[src/rtl/key_switch_detect.sv]
// key_switch_detect: debounces the two board keys into the emulated wall-switch level.
// Define SWITCH_FLICK_EN to compile in the Key[1] flick (timed off-then-on) behaviour.
module key_switch_detect #(
  parameter int TICK_DIV       = 5000,
  parameter int DEBOUNCE_TICKS = 200,
  parameter int FLICK_TICKS    = 3000
) (
  input  logic       Sys_CLK,
  input  logic       Sys_RST,
  input  logic [1:0] Key,
  output logic       fake_switch,
  output logic [1:0] Key_Press,
  output logic       flick_busy
);
  if (TICK_DIV < 2 || TICK_DIV > 8191) begin : g_bad_div
    $error("TICK_DIV out of range 2..8191");
  end
  if (DEBOUNCE_TICKS < 1 || DEBOUNCE_TICKS > 65535) begin : g_bad_db
    $error("DEBOUNCE_TICKS out of range 1..65535");
  end
  if (FLICK_TICKS < 1 || FLICK_TICKS > 65535) begin : g_bad_flick
    $error("FLICK_TICKS out of range 1..65535");
  end
  localparam logic [12:0] DIV_MAX = 13'(TICK_DIV - 1);
  localparam logic [15:0] DB_MAX  = 16'(DEBOUNCE_TICKS - 1);
  typedef enum logic [1:0] {
    OFF = 2'd0,
    ON  = 2'd1
`ifdef SWITCH_FLICK_EN
    , FLICK = 2'd2
`endif
  } state_t;
  logic [1:0]       sync0, sync1, stable, stable_d;
  logic [12:0]      div_cnt;
  logic [1:0][15:0] db_cnt;
  logic             tick;
  state_t           state, state_next;
  assign tick = div_cnt == DIV_MAX;
  always_ff @(posedge Sys_CLK)
    if (Sys_RST) begin
      sync0   <= 2'b11;
      sync1   <= 2'b11;
      div_cnt <= '0;
    end else begin
      sync0   <= Key;
      sync1   <= sync0;
      div_cnt <= tick ? '0 : div_cnt + 13'd1;
    end
  // counter only runs while the synced level disagrees with the accepted level
  always_ff @(posedge Sys_CLK)
    if (Sys_RST) begin
      db_cnt    <= '0;
      stable    <= 2'b11;
      stable_d  <= 2'b11;
      Key_Press <= 2'b00;
    end else begin
      for (int k = 0; k < 2; k++)
        if (sync1[k] == stable[k]) db_cnt[k] <= '0;
        else if (tick) begin
          db_cnt[k] <= db_cnt[k] == DB_MAX ? '0 : db_cnt[k] + 16'd1;
          if (db_cnt[k] == DB_MAX) stable[k] <= sync1[k];
        end
      stable_d  <= stable;
      Key_Press <= stable_d & ~stable;
    end
`ifdef SWITCH_FLICK_EN
  localparam logic [15:0] FL_LOAD = 16'(FLICK_TICKS);
  logic [15:0] timer;
  logic        expire;
  assign expire = tick && timer <= 16'd1;
  always_comb begin
    state_next = state;
    case (state)
      OFF:     state_next = Key_Press[0] ? ON : OFF;
      ON:      state_next = Key_Press[0] ? OFF : Key_Press[1] ? FLICK : ON;
      FLICK:   state_next = Key_Press[0] ? OFF : Key_Press[1] ? FLICK : expire ? ON : FLICK;
      default: state_next = OFF;
    endcase
  end
  // a Key[1] press while already flicking restarts the off period
  always_ff @(posedge Sys_CLK)
    if (Sys_RST || state_next != FLICK) timer <= '0;
    else if (state != FLICK || Key_Press[1]) timer <= FL_LOAD;
    else if (tick) timer <= timer - 16'd1;
  always_ff @(posedge Sys_CLK)
    if (Sys_RST) begin
      state       <= OFF;
      fake_switch <= 1'b0;
      flick_busy  <= 1'b0;
    end else begin
      state       <= state_next;
      fake_switch <= state_next == ON;
      flick_busy  <= state_next == FLICK;
    end
`else
  always_comb begin
    state_next = state;
    case (state)
      OFF:     state_next = Key_Press[0] ? ON : OFF;
      ON:      state_next = Key_Press[0] ? OFF : ON;
      default: state_next = OFF;
    endcase
  end
  always_ff @(posedge Sys_CLK)
    if (Sys_RST) begin
      state       <= OFF;
      fake_switch <= 1'b0;
    end else begin
      state       <= state_next;
      fake_switch <= state_next == ON;
    end
  assign flick_busy = 1'b0;
`endif
endmodule
[config.mk]
export PLATFORM = sky130hd
export DESIGN_NAME = key_switch_detect
export DESIGN_NICKNAME = d
export VERILOG_FILES = /design/src/rtl/key_switch_detect.sv
export SDC_FILE = /design/constraint.sdc
export NUM_CORES = 1
export LEC_CHECK = 0
export CAP_MARGIN = 20
export CORE_UTILIZATION = 28
export CTS_BUF_LIST = sky130_fd_sc_hd__clkbuf_16
export CTS_CLUSTER_SIZE = 14
export DETAILED_ROUTE_END_ITERATION = 8
export GPL_ROUTABILITY_DRIVEN = 1
export PLACE_DENSITY = 0.43
export SLEW_MARGIN = 20
export SYNTH_ARGS = -nofsm -noshare
export SYNTH_HDL_FRONTEND = slang
export SYNTH_SLANG_ARGS = --single-unit
[constraint.sdc]
create_clock -name Sys_CLK -period 2.6 [get_ports Sys_CLK]
set_clock_uncertainty 0.2 [all_clocks]
set_input_delay 0.52 -clock Sys_CLK [delete_from_list [all_inputs] [get_ports Sys_CLK]]
set_output_delay 0.52 -clock Sys_CLK [all_outputs]
set_load 0.1 [all_outputs]
# [Word-level counts from Yosys, hierarchy flattened]
# Index checks and enable logic that the tools add are counted.
[word_totals] output_inout_bits=4 wordCells=36 regBits=58
[classes] bitwise=4 reduce_logical=6 eq_ne=7 mux=5 add_sub_neg=3
[op_table] op="$add A16 B1 Y16 const B" n=2
[op_table] op="$eq A16 B8 Y1 const B" n=2
[op_table] op="$mux W16" n=2
[op_table] op="$add A13 B1 Y13 const B" n=1
[op_table] op="$eq A13 B13 Y1 const B" n=1
[op_table] op="$reduce_and A3 Y1" n=2
[op_table] op="$reduce_or A2 Y1" n=3
[op_table] op="$eq A2 B1 Y1 const B" n=2
[op_table] op="$and A2 B2 Y2" n=1
[op_table] op="$eq A1 B1 Y1" n=2
[op_table] op="$logic_not A2 Y1" n=1
[op_table] op="$mux W1" n=2
[op_table] op="$not A1 Y1" n=2
[op_table] op="$not A2 Y2" n=1
[op_table] op="$pmux W1 S2" n=1

# [Depth between registers and ports, before layout]
[logic_depth] ltp_word=3 mapped_depth=7

# [Least setup slack after synthesis]
# Ideal clock, no wire load.
[synth_path] kind="flip-flop to flip-flop" from="register div_cnt[10]" to="register db_cnt[16] (netlist bit)" period_less_slack_ns=2.337 arrival_ns=2.010 setup_time_ns=0.128 stages_incl_launch_ff=7 setup_slack_ns=0.263 path_buffers=1 path_cell_list="dfxtp_1 > or4_1 > nor4_4 > nand4_1 > nand2_1 > buf_1 > nor2_1"
[synth_via] elab_chain_cells=1
[synth_rtl] element="start, declared" line_no="34" source="logic [12:0] div_cnt;"
[synth_rtl] element="start signal, assigned" line_no="47" source="div_cnt <= tick ? '0 : div_cnt + 13'd1;"
[synth_rtl] element="$eq A13 B13 Y1" line_no="38" source="assign tick = div_cnt == DIV_MAX;"
[synth_rtl] element="end signal, assigned by index" line_no="60" source="db_cnt[k] <= db_cnt[k] == DB_MAX ? '0 : db_cnt[k] + 16'd1;"
[synth_rtl] element="end, declared" line_no="35" source="logic [1:0][15:0] db_cnt;"
# Every way passes these cells.
# A chain may end at the register's enable or synchronous reset.

# [Worst setup path in the final report]
[layout_path] from="register div_cnt[10]" to="register db_cnt[13] (netlist bit)"
# Same word-level chain as after synthesis.

==> flow_metrics.env <==
export IMPL_worst_hold_path_type="flip-flop to flip-flop"
export IMPL_crit_fanout=9
export IMPL_finalHoldViolCount=0
export IMPL_grt_overflow_total=0
export IMPL_clock_latency_ns=0.29
export IMPL_ant_nets=0
export IMPL_pre_cts_ws_ns=0.157
export IMPL_endpoint_kind="flip-flop"
export IMPL_total_leakage_power_nw=0.934
export IMPL_yosys_area_top_type="dfxtp_1"
export IMPL_synth_edf_count=0
export IMPL_synth_seq_cells=56
export IMPL_core_um2=8380
export IMPL_grt_first_pass_wirelength_um=8490
export IMPL_cp_data_required_time_ns=2.63
export IMPL_pwr_density_cell_nw_per_um2=561
export IMPL_cap_violations=0
export IMPL_grt_pass1_vias=1791
export IMPL_synth_warnings=0
export IMPL_tns_ns=0
export IMPL_drt_iter0_drc=81
export IMPL_synth_area_per_cell_um2=8.62
export IMPL_ys_async_sr_fraction_pct=0
export IMPL_path_clk_slew_ns=0.08
export IMPL_fmax_mhz=406
export IMPL_yosysTopAreaCellShare_pct=45.3
export IMPL_cts_resized=0
export IMPL_status="completed"
export IMPL_ys_top_cells_by_count="dfxtp_1 (56), nor2_1 (50), xor2_1 (25)"
export IMPL_routed_wl_um=4820
export IMPL_post_cts_buffers=0
export IMPL_critPathKind="flip-flop to flip-flop"
export IMPL_min_from="sync0[1]$_SDFF_PP1_"
export IMPL_ctsHtreeMaxLevel=2
export IMPL_finalSetupViolCount=0
export IMPL_synthMostInstantiatedCell="dfxtp_1"
export IMPL_antenna_found_initial=0
export IMPL_syn_area_um2=2470
export IMPL_drc_errors=0
export IMPL_yosysUniqueCellTypes=37
export IMPL_drt_wirelength_per_cell_um=11.9
export IMPL_syn_num_nets=294
export IMPL_grt_max_degree=26
export IMPL_synthTopCellsByArea="dfxtp_1 (45%), xor2_1 (8.8%), nor2_1 (7.6%)"
export IMPL_cts_sinks=56
export IMPL_dp_hpwl_um=3340
export IMPL_diodes=0
export IMPL_die_area_um2=9220
export IMPL_cts_hold_buf=0
export IMPL_cts_root_buf="clkbuf_16"
export IMPL_fp_dieH_um=96.0
export IMPL_port_buffers=6
export IMPL_die_w_um=96.0
export IMPL_slew_violations=0
export IMPL_gp_routability_congestion=0.750
export IMPL_num_vias=1967
export IMPL_irDropWorstVdd_v=0.000246
export IMPL_pin_count=8
export IMPL_start_util_pct=29.5
export IMPL_via_per_inst=4.86
export IMPL_numCtsBuffers=5
export IMPL_start_kind="flip-flop"
export IMPL_num_fill_cells=882
export IMPL_synth_seq_area_share_pct=45.3
export IMPL_clockBufferDepth=2
export IMPL_grt_usage_pct=11.8
export IMPL_synthCells=287
export IMPL_dr_pass1_iters=4
export IMPL_drive_gt1_share_pct=9.33
export IMPL_worstPathArrival_ns=2.49
export IMPL_synthToLayoutAreaGrowth_pct=14.9
export IMPL_r2r_start="div_cnt[10]$_SDFF_PP0_"
export IMPL_cts_tree="yes"
export IMPL_synth_ff_type="dfxtp_1"
export IMPL_crit_path_start="div_cnt[10]$_SDFF_PP0_"
export IMPL_fin_ws_ns=0.138
export IMPL_layout_min_cycle_time_ns=2.46
export IMPL_rsz0062_at_grt="false"
export IMPL_rows=33
export IMPL_nets=306
export IMPL_post_route_period_util_pct=94.7
==> layout make-up <==
class                      instances  area, um^2  area share (%)
inverter                           5        18.8           0.660
sequential                        56        1120            39.4
tap                              105         131            4.62
clock buffer                       5         125            4.40
timing repair buffer              14         125            4.40
clock inverter                     3        26.3           0.924
multi-input combinational        217        1300            45.6
==> state kept, by name, summed over array words and instances (netlist names) <==
register and cells:
db_cnt 32, div_cnt 13, Key_Press 2, stable 2, stable_d 2, sync0 2
sync1 2, state 1
==> cells in the final DEF (no fill, tap or decap), drive strengths merged, types with 2 or more instances in the layout <==
| master | instances |
|---|---|
| dfxtp | 56 |
| nor2 | 50 |
| xor2 | 25 |
| nand2 | 19 |
| nand4 | 16 |
| a21oi | 14 |
| nand3 | 14 |
| buf | 11 |
| o21ai | 9 |
| xnor2 | 7 |
| or2 | 7 |
| inv | 7 |
| and3 | 6 |
| or4 | 5 |
| nand2b | 5 |
| or3 | 5 |
| clkbuf | 5 |
| nor4 | 5 |
| and4 | 4 |
| a31oi | 4 |
| nor3 | 3 |
| ha | 3 |
| clkdlybuf4s50 | 3 |
| nor2b | 2 |
| mux2i | 2 |
| nor4b | 2 |
| nand4b | 2 |
| o21a | 2 |
==> routing by layer <==
| layer | up-vias | GRT usage [%] | part of all wire, % |
|---|---|---|---|
| li1 | 1025 | - | - |
| met1 | 919 | 15.8 | 52 |
| met2 | 16 | 18.6 | 44 |
| met3 | 7 | 2.13 | 2.2 |
| met4 | 0 | 4.85 | 1.7 |
| met5 | - | 0 | 0 |
==> through the flow <==
step                      power, mW  hold slack, ns  instance area (um^2)  utilization, %  cells
after CTS                      1.63           0.218                  2840            33.9    405
after detailed placement      0.925           0.199                  2690            32.1    397
after global routing           1.66           0.235                  2840            33.9    405
after global placement        0.925           0.197                  2690            32.1    397
after floorplan               0.913           0.189                  2470               -    287
final                          1.60           0.213                  2840            33.9    405
==> logic make-up (layout without fill, tap and decap cells) <==
kind of cell | Yosys count | count (layout) | share of synthesized area (%)
multiplexers | 2 | 2 | 0.809
other | 1 | 1 | 0.152
AND/OR/NAND/NOR | 146 | 146 | 31.0
adder cells (fa/ha/maj) | 3 | 3 | 1.52
buffers and inverters | 14 | 27 | 2.33
XOR/XNOR | 32 | 32 | 11.3
AO/OA/AOI/OAI | 33 | 33 | 7.58
flip-flops | 56 | 56 | 45.3
==> critical path, stage by stage (launching register included) <==
cell and delay [ns]:
dfxtp_1 0.34, or4_1 0.59, nor4_4 0.36, nand3_2 0.25, or4_1 0.51, a21oi_1 0.14
==> worst paths after layout <==
path | slack [ns] | depth (start not counted) | endpoint
max reg2reg | 0.14 | 5 | db_cnt[13]$_SDFFE_PP0N_
min reg2reg | 0.21 | 1 | sync1[1]$_SDFF_PP1_
min | 0.21 | 1 | sync1[1]$_SDFF_PP1_
max | 0.14 | 5 | db_cnt[13]$_SDFFE_PP0N_
==> report_power, final <==
| part | switching (mW) | internal [mW] | total (mW) | leakage, nW |
|---|---|---|---|---|
| Clock | 0.327 | 0.367 | 0.693 | 0.0748 |
| Sequential | 0.00422 | 0.864 | 0.868 | 0.453 |
| Combinational | 0.0218 | 0.0137 | 0.0355 | 0.407 |
(Power assumes the default switching activity.)
